**src/rtl/swgbe_oflow_monitor_pkg.sv**
```systemverilog
// Shared types and constants for the 10GbE overflow monitor.
package swgbe_mon_pkg;

  // Frame-tracking FSM states
  typedef enum logic [1:0] {
    IDLE     = 2'd0,
    IN_FRAME = 2'd1,
    DROP     = 2'd2
  } mon_state_e;

  // Status word bit positions (OFLOW_LSB is the default-width counter LSB)
  localparam int OFLOW_LSB     = 16;
  localparam int BAD_LSB       = 4;
  localparam int AFULL_BIT     = 3;
  localparam int STK_AFULL_BIT = 2;
  localparam int STK_OFLOW_BIT = 1;
  localparam int DROP_BIT      = 0;

  localparam int STATUS_W      = 32;
  localparam int CNT_TOTAL_W   = 28;

endpackage

```
**src/rtl/swgbe_oflow_monitor_sat_counter.sv**
```systemverilog
// Saturating up-counter with synchronous clear; clear beats increment.
module sat_counter #(
  parameter int W = 8
) (
  input  logic         clk,
  input  logic         rst_n,
  input  logic         inc,
  input  logic         clr,
  output logic [W-1:0] cnt
);

  localparam logic [W-1:0] CNT_MAX  = {W{1'b1}};
  localparam logic [W-1:0] CNT_ZERO = {W{1'b0}};
  localparam logic [W-1:0] CNT_ONE  = {{(W-1){1'b0}}, 1'b1};

  logic [W-1:0] cnt_q;
  logic [W-1:0] cnt_d;

  // Next count: clear first, then increment unless already pinned at max
  always_comb begin
    cnt_d = cnt_q;
    if (clr) begin
      cnt_d = CNT_ZERO;
    end else if (inc && (cnt_q != CNT_MAX)) begin
      cnt_d = cnt_q + CNT_ONE;
    end else begin
      cnt_d = cnt_q;
    end
  end

  // Count register with synchronous active-low reset
  always_ff @(posedge clk) begin
    if (!rst_n) begin
      cnt_q <= CNT_ZERO;
    end else begin
      cnt_q <= cnt_d;
    end
  end

  assign cnt = cnt_q;

endmodule

```
**src/rtl/swgbe_oflow_monitor.sv**
```systemverilog
// 10GbE transmit overflow monitor: tracks frame boundaries, drops the rest
// of a frame after a core overflow, and publishes a 32-bit status word.
module swgbe_oflow_monitor
  import swgbe_mon_pkg::*;
#(
  parameter int OFLOW_CNT_W = 16,
  parameter int BAD_CNT_W   = 12
) (
  input  logic                user_clk,
  input  logic                user_rst_n,
  input  logic                tx_valid,
  input  logic                tx_eof,
  input  logic                tx_overflow,
  input  logic                tx_afull,
  input  logic                sw_clr,
  output logic                tx_drop,
  output logic [STATUS_W-1:0] status_word
);

  // Both counters plus the four flag bits must fill the 32-bit word exactly
  if (OFLOW_CNT_W + BAD_CNT_W != CNT_TOTAL_W) begin : g_width_check
    $error("swgbe_oflow_monitor: OFLOW_CNT_W + BAD_CNT_W must equal 28");
  end

  mon_state_e state_q, state_d;
  logic       drop_q, drop_d;
  logic       afull_q, afull_d;
  logic       sticky_oflow_q, sticky_oflow_d;
  logic       sticky_afull_q, sticky_afull_d;
  logic       sw_clr_dly_q, sw_clr_dly_d;

  logic       clr_pulse_s;
  logic       bad_inc_s;
  logic       v_s, e_s, o_s;

  logic [OFLOW_CNT_W-1:0] oflow_cnt_s;
  logic [BAD_CNT_W-1:0]   bad_cnt_s;
  logic [STATUS_W-1:0]    status_s;

  assign v_s = tx_valid;
  assign e_s = tx_eof;
  assign o_s = tx_overflow;

  // Software clear fires once per rising edge of the control level
  assign clr_pulse_s  = sw_clr & ~sw_clr_dly_q;
  assign sw_clr_dly_d = sw_clr;

  // FSM state register
  always_ff @(posedge user_clk) begin
    if (!user_rst_n) begin
      state_q <= IDLE;
    end else begin
      state_q <= state_d;
    end
  end

  // FSM next state and bad-frame event
  always_comb begin
    state_d   = state_q;
    bad_inc_s = 1'b0;
    case (state_q)
      IDLE: begin
        if (v_s && !e_s && !o_s) begin
          state_d = IN_FRAME;
        end else if (v_s && !e_s && o_s) begin
          state_d = DROP;
        end else if (v_s && e_s && o_s) begin
          // single-word frame rejected by the core
          bad_inc_s = 1'b1;
        end else begin
          state_d = IDLE;
        end
      end
      IN_FRAME: begin
        if (v_s && e_s) begin
          state_d   = IDLE;
          bad_inc_s = o_s;
        end else if (o_s) begin
          // overflow counts even without a valid word
          state_d = DROP;
        end else begin
          state_d = IN_FRAME;
        end
      end
      DROP: begin
        if (v_s && e_s) begin
          state_d   = IDLE;
          bad_inc_s = 1'b1;
        end else begin
          state_d = DROP;
        end
      end
      default: begin
        state_d = IDLE;
      end
    endcase
  end

  // FSM output: drop flag tracks the next state so it is a clean flop
  always_comb begin
    drop_d = 1'b0;
    if (state_d == DROP) begin
      drop_d = 1'b1;
    end else begin
      drop_d = 1'b0;
    end
  end

  // Sticky flags and afull sample; clear wins over a coincident set
  always_comb begin
    afull_d        = tx_afull;
    sticky_oflow_d = sticky_oflow_q;
    sticky_afull_d = sticky_afull_q;
    if (clr_pulse_s) begin
      sticky_oflow_d = 1'b0;
      sticky_afull_d = 1'b0;
    end else begin
      sticky_oflow_d = sticky_oflow_q | o_s;
      sticky_afull_d = sticky_afull_q | tx_afull;
    end
  end

  // Flag, drop and clear-edge registers
  always_ff @(posedge user_clk) begin
    if (!user_rst_n) begin
      drop_q         <= 1'b0;
      afull_q        <= 1'b0;
      sticky_oflow_q <= 1'b0;
      sticky_afull_q <= 1'b0;
      sw_clr_dly_q   <= 1'b0;
    end else begin
      drop_q         <= drop_d;
      afull_q        <= afull_d;
      sticky_oflow_q <= sticky_oflow_d;
      sticky_afull_q <= sticky_afull_d;
      sw_clr_dly_q   <= sw_clr_dly_d;
    end
  end

  sat_counter #(.W(OFLOW_CNT_W)) u_oflow_cnt (
    .clk   (user_clk),
    .rst_n (user_rst_n),
    .inc   (o_s),
    .clr   (clr_pulse_s),
    .cnt   (oflow_cnt_s)
  );

  sat_counter #(.W(BAD_CNT_W)) u_bad_cnt (
    .clk   (user_clk),
    .rst_n (user_rst_n),
    .inc   (bad_inc_s),
    .clr   (clr_pulse_s),
    .cnt   (bad_cnt_s)
  );

  // Status word is a pure concatenation of registers
  always_comb begin
    status_s = {STATUS_W{1'b0}};
    status_s[BAD_LSB + BAD_CNT_W +: OFLOW_CNT_W] = oflow_cnt_s;
    status_s[BAD_LSB +: BAD_CNT_W]               = bad_cnt_s;
    status_s[AFULL_BIT]                          = afull_q;
    status_s[STK_AFULL_BIT]                      = sticky_afull_q;
    status_s[STK_OFLOW_BIT]                      = sticky_oflow_q;
    status_s[DROP_BIT]                           = drop_q;
  end

  assign status_word = status_s;
  assign tx_drop     = drop_q;

endmodule
```
**config.mk**
```make
export PLATFORM = sky130hd
export DESIGN_NAME = swgbe_oflow_monitor
export DESIGN_NICKNAME = d
export VERILOG_FILES = /design/src/rtl/swgbe_oflow_monitor_pkg.sv /design/src/rtl/swgbe_oflow_monitor_sat_counter.sv /design/src/rtl/swgbe_oflow_monitor.sv
export SDC_FILE = /design/constraint.sdc
export NUM_CORES = 1
export LEC_CHECK = 0
export CORE_ASPECT_RATIO = 0.9
export CORE_MARGIN = 1
export CORE_UTILIZATION = 47
export CTS_CLUSTER_SIZE = 30
export DETAILED_ROUTE_END_ITERATION = 8
export GPL_TIMING_DRIVEN = 0
export PLACE_DENSITY = 0.76
export SETUP_SLACK_MARGIN = 0.2
export SLEW_MARGIN = 40
export SYNTH_ARGS = -nofsm -noshare
export SYNTH_HDL_FRONTEND = slang
export SYNTH_SLANG_ARGS = --single-unit
```
**constraint.sdc**
```tcl
create_clock -name user_clk -period 2.3 [get_ports user_clk]
set_clock_uncertainty 0.05 [all_clocks]
set_input_delay 0.345 -clock user_clk [delete_from_list [all_inputs] [get_ports user_clk]]
set_output_delay 0.345 -clock user_clk [all_outputs]
set_load 0.005 [all_outputs]
```
==> flow_summary.toml, run 1 <==
[status]
outcome = "complete, no violations"

[placement]
place_ws_ns = -0.0798
dp_hpwl_um = 2950
io_buffer_count = 39
dpl_cell_area_sq_um = 2190
place_congestion = 0.882

[final_layout]
fin_util = 0.674
fill_cells = 316
antenna_cells = 0
final_common_cell = "clkdlybuf4s50_1"
drive_gt1_frac = 0.0739
area_growth_pct = 33.3
nNetsFinal = 265
stdcell_area_sq_um = 2330
final_cell_mix = "38 x clkdlybuf4s50_1, 35 x dfxtp_1, 19 x nand2_1, 18 x a21oi_1, 13 x o21ai_0"

[timing]
timing.fmax_mhz = 510
fin_crit_sh = 0.853
worst_slack_ns = 0.337
setup-tns-final_ns = 0
worst_pin_slew_ns = 0.620
fin_crit_ns = 1.96
max_slew_margin = 0.583
grt_setup_unrepaired = "false"
hold_viol_final = 0
finalSetupViolCount = 0
final_max_slew_viol_count = 0

[clocking]
clock_latency_ns = 0.29
cts_buffer_depth = 2
cts_root_buf = "clkbuf_8"
cts_buffers = 5
cts.sinks = 35
cts_tree = "built"
h-tree-depth = 2
path_clk_slew_ns = 0.07
cts_hold_buf = 0

[global_route]
overflow = 0
grt_start_max_net_pins = 12
track_usage = 0.226
grt_pass1_vias = 1370
grt_pass1_wl_um = 6670
antenna_found_initial = 0

[pwr]
p_switching_w = 0.000276
power.density_nw_per_um2 = 586
p_int_w = 0.00109
power_frac_seq = 0.455
comb_power_share = 0.059
p_leak_nw = 0.766
switching_share = 0.203
peakVddDrop_mv = 0.366
clockPowerShare = 0.486

[route]
ant_nets = 0
vias_per_cell = 5.87
drtPass1Iterations = 4
routed_wl_um = 4200
wl_per_cell_um = 14.0
drc = 0
via_count = 1767
drt_iter0_drc = 139

[die]
core-area_sq_um = 3450
die_h_um = 59.8
start_util = 0.506
rows = 20
die_w_um = 66.3
pin_count = 40
fp.dieArea_sq_um = 3960

[logic_synthesis]
seq_area_frac_synth = 0.401
yosys_warnings = 0
synth_top_cell_area_share = 0.401
synthFlopType = "dfxtp_1"
synth_edf_count = 0
synth.distinct_cells = 36
synth.avg_cell_area_sq_um = 8.32
synthArstFlopShare = 0
synth_cells = 210
synth_area_sq_um = 1750
synth_nets = 219
synth_top_area_cell = "dfxtp_1"
synth_area_leaders = "dfxtp_1 40%, a21oi_1 5.2%, nand2_1 4.1%, o21ai_0 3.7%, nand3_1 3.4%"
ys_ff_latch = 35

[hold_path]
min_path_cells = 2
hp-class = "flip-flop to flip-flop"
min_to = "sticky_oflow_q$_SDFF_PP0_"
hp-start = "sticky_oflow_q$_SDFF_PP0_"

[worst_setup_path]
critPathCaptureType = "flip-flop"
crit_required_ns = 2.44
worstPathMaxFanout = 6
r2r_cells = 6
r2r-start = "u_oflow_cnt.cnt[0]$_SDFFE_PP0P_"
r2r_end = "u_oflow_cnt.cnt[12]$_SDFFE_PP0P_"
path_class = "input pin to flip-flop"
r2r_slack_ns = 0.44
cp.arrival_ns = 2.10
cp-start-kind = "input pin"

[flow_run]
maxCapViolations = 0
-- cell usage after synthesis (4+ instances only) --
cell	number
nor4_1	7
mux2i_1	5
or4_1	7
nor2_1	8
clkbuf_1	6
nand4_1	9
dfxtp_1	35
a21oi_1	18
buf_4	4
nand2b_1	5
or3_1	8
inv_1	7
nand3_1	12
nor3_1	5
nand2_1	19
and4_1	4
o21ai_0	13
o31ai_1	8
-- per-stage QoR --
step	std cells	hold WS, ns	power [W]
3_5_place_dp	293	0.403	0.000716
4_1_cts	301	0.421	0.00137
6_report	301	0.417	0.00136
3_3_place_gp	293	0.398	0.000714
5_1_grt	301	0.450	0.00141
2_1_floorplan	210	0.385	0.000674
-- registers in the layout, indices dropped and copies added, names as in the netlist --
signal,flops
afull_q,1
state_q,2
sticky_afull_q,1
sticky_oflow_q,1
sw_clr_dly_q,1
tx_drop,1
u_bad_cnt.cnt,12
u_oflow_cnt.cnt,16
-- layer usage --
metal	track usage	up-vias	share of wire
met5	0	-	0
met1	0.339	810	0.51
met3	0.0515	6	0.064
met4	0.116	0	0.0098
li1	-	891	-
met2	0.294	60	0.42
-- power groups by stage --
stage                     combinational (W)  clock (W)  sequential, W
after floorplan                   0.0000399          0       0.000634
after global placement            0.0000790          0       0.000635
after detailed placement          0.0000808          0       0.000635
after CTS                         0.0000812   0.000670       0.000621
after global routing              0.0000888   0.000697       0.000622
final                             0.0000802   0.000663       0.000621
-- worst max-delay path, stage by stage --
cell and delay (ns):
clkdlybuf4s50_1 0.51, nand2_1 0.11, or4_1 0.50, buf_2 0.17, o31a_1 0.28, o21a_1 0.18
-- final cells by class --
class | instances | area [sq um] | share of cell area
Clock buffer | 6 | 72.6 | 0.0312
Sequential cell | 35 | 701 | 0.301
Buffer | 13 | 68.8 | 0.0296
Tap cell | 44 | 55.1 | 0.0236
Inverter | 7 | 26.3 | 0.0113
Multi-Input combinational cell | 155 | 952 | 0.409
Clock inverter | 2 | 60.1 | 0.0258
Timing Repair Buffer | 39 | 393 | 0.169
-- worst max-delay path by stage --
stage	start	end	slack, ns	cells past startpoint
floorplan	state_q[1]$_SDFF_PN0_	u_bad_cnt.cnt[5]$_SDFFE_PP0P_	0.59	5
CTS	tx_overflow	u_bad_cnt.cnt[5]$_SDFFE_PP0P_	0.22	6
global placement	tx_overflow	u_bad_cnt.cnt[5]$_SDFFE_PP0P_	-0.04	6
finish	tx_valid	u_bad_cnt.cnt[5]$_SDFFE_PP0P_	0.34	6
global route	u_bad_cnt.cnt[0]$_SDFFE_PP0P_	u_bad_cnt.cnt[0]$_SDFFE_PP0P_	0.26	6
detailed placement	tx_overflow	u_bad_cnt.cnt[5]$_SDFFE_PP0P_	-0.08	6
-- kinds of logic after synthesis --
logic type | share of synthesized area
AOI/OAI and AO/OA | 0.184
DFF | 0.401
and+or+nand+nor | 0.318
buffers and inverters | 0.0537
adders and majority gates | 0.0143
muxes | 0.0287
-- what timing repair did --
| action | CTS | global route |
|---|---|---|
| gates resized for setup | 0 | 3 |
| setup endpoints to repair | 0 | 9 |
| buffers inserted | 0 | 0 |
Power figures use the tool's default switching activity.
==> inputs of run 2 (changes only) <==
Settings changed: ABC_CLOCK_PERIOD_IN_PS from default to 2300, CORE_ASPECT_RATIO 0.9 to 1.75.
==> flow_summary.toml, run 2 (synthesis results as in run 1) <==
[route]
drt_iter0_drc = 30
via_count = 1776
drc = 0
vias_per_cell = 5.86
ant_nets = 0
drtPass1Iterations = 5
wl_per_cell_um = 14.1
routed_wl_um = 4290

[clocking]
cts.sinks = 35
path_clk_slew_ns = 0.07
cts_tree = "built"
cts_root_buf = "clkbuf_8"
cts_hold_buf = 0
h-tree-depth = 2
cts_buffer_depth = 2
cts_buffers = 5
clock_latency_ns = 0.29

[timing]
hold_viol_final = 0
worst_pin_slew_ns = 0.550
finalSetupViolCount = 0
max_slew_margin = 0.633
timing.fmax_mhz = 508
setup-tns-final_ns = 0
fin_crit_ns = 1.97
fin_crit_sh = 0.855
final_max_slew_viol_count = 0
grt_setup_unrepaired = "false"

[status]
outcome = "complete, no violations"

[worst_setup_path]
cp-start-kind = "input pin"
critPathCaptureType = "flip-flop"
critical-path-top-delay-family = "buffers and inverters"
crit_required_ns = 2.44
crit_chain = "clkdlybuf4s50_1 > nand2_1 > or4_1 > buf_2 > o31a_1 > o21a_1"
timing.critical_path.buf_inv = 2
cp.arrival_ns = 2.11
critPathSlowestCell = "clkdlybuf4s50_1"
worstPathMaxFanout = 6
slowest_delay_ns = 0.52
path_class = "input pin to flip-flop"

[die]
start_util = 0.486
rows = 29
pin_count = 40
core-area_sq_um = 3590
die_w_um = 48.1
die_h_um = 82.6
fp.dieArea_sq_um = 3970

[pwr]
finalPower_w = 0.00114
p_leak_nw = 0.740
power.density_nw_per_um2 = 499
peakVddDrop_mv = 0.547

[placement]
dpl_cell_area_sq_um = 2190
dp_hpwl_um = 3120
io_buffer_count = 39
place_congestion = 0.877
place_inst = 295

[final_layout]
layout.area.seq_sq_um = 701
fill_cells = 316
fin_cells = 303
drive_gt1_frac = 0.0700
final_cell_mix = "38 x clkdlybuf4s50_1, 35 x dfxtp_1, 19 x nand2_1, 18 x a21oi_1, 13 x o21ai_0"
stdcell_area_sq_um = 2280
nNetsFinal = 265
area_growth_pct = 30.8
fin_util = 0.636
antenna_cells = 0
final_common_cell = "clkdlybuf4s50_1"
largest_reg_flops = 16
multi_input_area_sq_um = 958

[global_route]
use_met2 = 0.430
grt_pass1_wl_um = 6910
track_usage = 0.243
gr-usage-met1 = 0.259
overflow = 0
grt_pass1_vias = 1570
grt_start_max_net_pins = 11
grtUsageMet3 = 0.0522
antenna_found_initial = 0
busiest_layer = "met2"

[hold_path]
hp-class = "input pin to flip-flop"

[flow_run]
maxCapViolations = 0
==> run 2: worst reg2reg max path: stages (launching register included) <==
cell and delay [ns]:
dfxtp_1 0.44, ha_1 0.24, inv_1 0.10, nor4_1 0.33, clkbuf_1 0.38, or4_1 0.18, a21oi_1 0.06
==> run 2: metrics by stage <==
stage                     hold WS [ns]  setup WS, ns
after floorplan                  0.385         0.585
after global placement           0.400       -0.0537
after detailed placement         0.410       -0.0563
after CTS                        0.426         0.231
after global routing             0.447         0.202
final                            0.419         0.332
==> run 2: timing repair <==
| item | CTS | global route |
|---|---|---|
| resized for setup | 0 | 2 |
| buffers inserted | 0 | 0 |
| setup endpoints to repair | 0 | 6 |
==> run 2: per-layer routing <==
metal	wire, um	part of all wire	vias up
met4	119	0.028	0
li1	-	-	886
met2	2340	0.55	35
met1	1720	0.40	846
met3	105	0.024	9
met5	0	0	-
==> run 2: final timing paths <==
kind                                       from  slack (ns)  depth (start not counted)                             to
setup / recovery                       tx_valid        0.33                          6  u_bad_cnt.cnt[5]$_SDFFE_PP0P_
hold / removal                      tx_overflow        0.42                          3      sticky_oflow_q$_SDFF_PP0_
setup reg to reg  u_bad_cnt.cnt[0]$_SDFFE_PP0P_        0.40                          6  u_bad_cnt.cnt[2]$_SDFFE_PP0P_
hold reg to reg       sticky_afull_q$_SDFF_PP0_        0.42                          2      sticky_afull_q$_SDFF_PP0_
==> run 2: report_power, final <==
group,internal (W),switching (W)
clock network,0.000213,0.000226
logic,0.0000396,0.0000399
registers,0.000615,0.00000707
==> run 2: final cells by class <==
cell class	count	share of cell area
sequential	35	0.307
tap	46	0.0252
clock inverter	1	0.00219
multi-input combinational	155	0.419
inverter	7	0.0115
clock buffer	7	0.0334
timing repair buffer	39	0.172
buffer	13	0.0296
==> inputs of run 3 (changes only) <==
Settings changed: PLACE_DENSITY 0.76 to 0.77, SLEW_MARGIN 40 to 20.
==> flow_summary.toml, run 3 (synthesis results as in run 1) <==
[status]
outcome = "complete, no violations"

[hold_path]
min_path_cells = 2
hp-start = "sticky_oflow_q$_SDFF_PP0_"
hp-class = "flip-flop to flip-flop"

[timing]
fin_crit_sh = 0.870
worst_pin_slew_ns = 0.540
finalSetupViolCount = 0
final_max_slew_viol_count = 0
timing.fmax_mhz = 500
hold-worst-slack_ns = 0.424
max_slew_margin = 0.637
grt_setup_unrepaired = "false"
fin_crit_ns = 2.00
hold_viol_final = 0

[die]
start_util = 0.486
pin_count = 40
rows = 29
core-area_sq_um = 3590
die_w_um = 48.1
fp.dieArea_sq_um = 3970
die_h_um = 82.6

[worst_setup_path]
crit_chain = "clkdlybuf4s50_1 > nand2_1 > or4_1 > buf_2 > o31a_1 > o21a_1"
cp-startpoint = "tx_valid"
crit_required_ns = 2.43
critPathSlowestCell = "or4_1"
worstPathMaxFanout = 6
slowest_delay_ns = 0.52
path_class = "input pin to flip-flop"
cp.arrival_ns = 2.13
critPathCaptureType = "flip-flop"
cp-start-kind = "input pin"
r2r_cells = 6
r2r-start = "u_oflow_cnt.cnt[0]$_SDFFE_PP0P_"

[clocking]
path_clk_slew_ns = 0.07
cts_buffers = 5
h-tree-depth = 2
cts_hold_buf = 0
cts.sinks = 35
clock_latency_ns = 0.29
cts_tree = "built"
cts_resized = 0
postCtsSetupRepairBufs = 0
cts_buffer_depth = 2
cts_root_buf = "clkbuf_8"

[route]
wl_met2_um = 2340
vias_per_cell = 5.94
dr.max_layer_used = "met4"
ant_nets = 0
routed_wl_um = 4140
drc = 0
drtPass1Iterations = 4
via_count = 1799
wl_met1_um = 1560
wl_per_cell_um = 13.7
met3_wirelength_um = 128
drt_iter0_drc = 29

[final_layout]
largest_reg_flops = 16
final_cell_mix = "38 x clkdlybuf4s50_1, 35 x dfxtp_1, 19 x nand2_1, 18 x a21oi_1, 13 x o21ai_0"
stdcell_area_sq_um = 2280
final_common_cell = "clkdlybuf4s50_1"
drive_gt1_frac = 0.0739
fill_cells = 332
fin_cells = 303
nNetsFinal = 265
fin_util = 0.636
area_growth_pct = 30.7
antenna_cells = 0

[pwr]
finalPower_w = 0.00113
power.density_nw_per_um2 = 497
peakVddDrop_mv = 0.523
p_leak_nw = 0.742

[flow_run]
maxCapViolations = 0

[global_route]
grt_start_max_net_pins = 12
grt_pass1_wl_um = 6490
grt_pass1_vias = 1537
overflow = 0
antenna_found_initial = 0
track_usage = 0.228

[placement]
place_inst = 295
dp_hpwl_um = 3100
io_buffer_count = 39
place_congestion = 0.872
dpl_cell_area_sq_um = 2190
## run 3: report_power, final
part | switching [W] | internal [W] | total (W)
Clock | 0.000223 | 0.000212 | 0.000434
Combinational | 0.0000396 | 0.0000395 | 0.0000791
Sequential | 0.00000655 | 0.000615 | 0.000621
## run 3: worst max-delay path: cells and delay by family
family / cells / cell delay (ns)
AOI/OAI and AO/OA: 2 / 0.45
buffers and inverters: 2 / 0.69
and+or+nand+nor: 2 / 0.64
## run 3: path summary, 6_finish.rpt
path | to | slack [ns]
worst max register to register | u_oflow_cnt.cnt[12]$_SDFFE_PP0P_ | 0.46
worst min register to register | sticky_oflow_q$_SDFF_PP0_ | 0.42
worst max-delay path | u_bad_cnt.cnt[5]$_SDFFE_PP0P_ | 0.30
worst min-delay path | sticky_oflow_q$_SDFF_PP0_ | 0.42
## run 3: area by class of cell
cell class,count,area [sq um],area share
inverter,7,26.3,0.0115
clock buffer,6,72.6,0.0318
clock inverter,2,12.5,0.00548
buffer,13,68.8,0.0301
tap,46,57.6,0.0252
sequential,35,701,0.307
multi-input combinational,155,952,0.417
timing repair buffer,39,393,0.172
## run 3: routing by layer
layer	vias to the layer above	track usage
met4	0	0.125
met2	49	0.404
met3	10	0.0457
met5	-	0
li1	894	-
met1	846	0.234
## run 3: per-stage QoR
stage	worst slack (ns)	TNS, ns
floorplan	0.585	0
global placement	-0.0420	-0.0420
detailed placement	-0.0689	-0.108
CTS	0.229	0
global route	0.203	0
finish	0.299	0
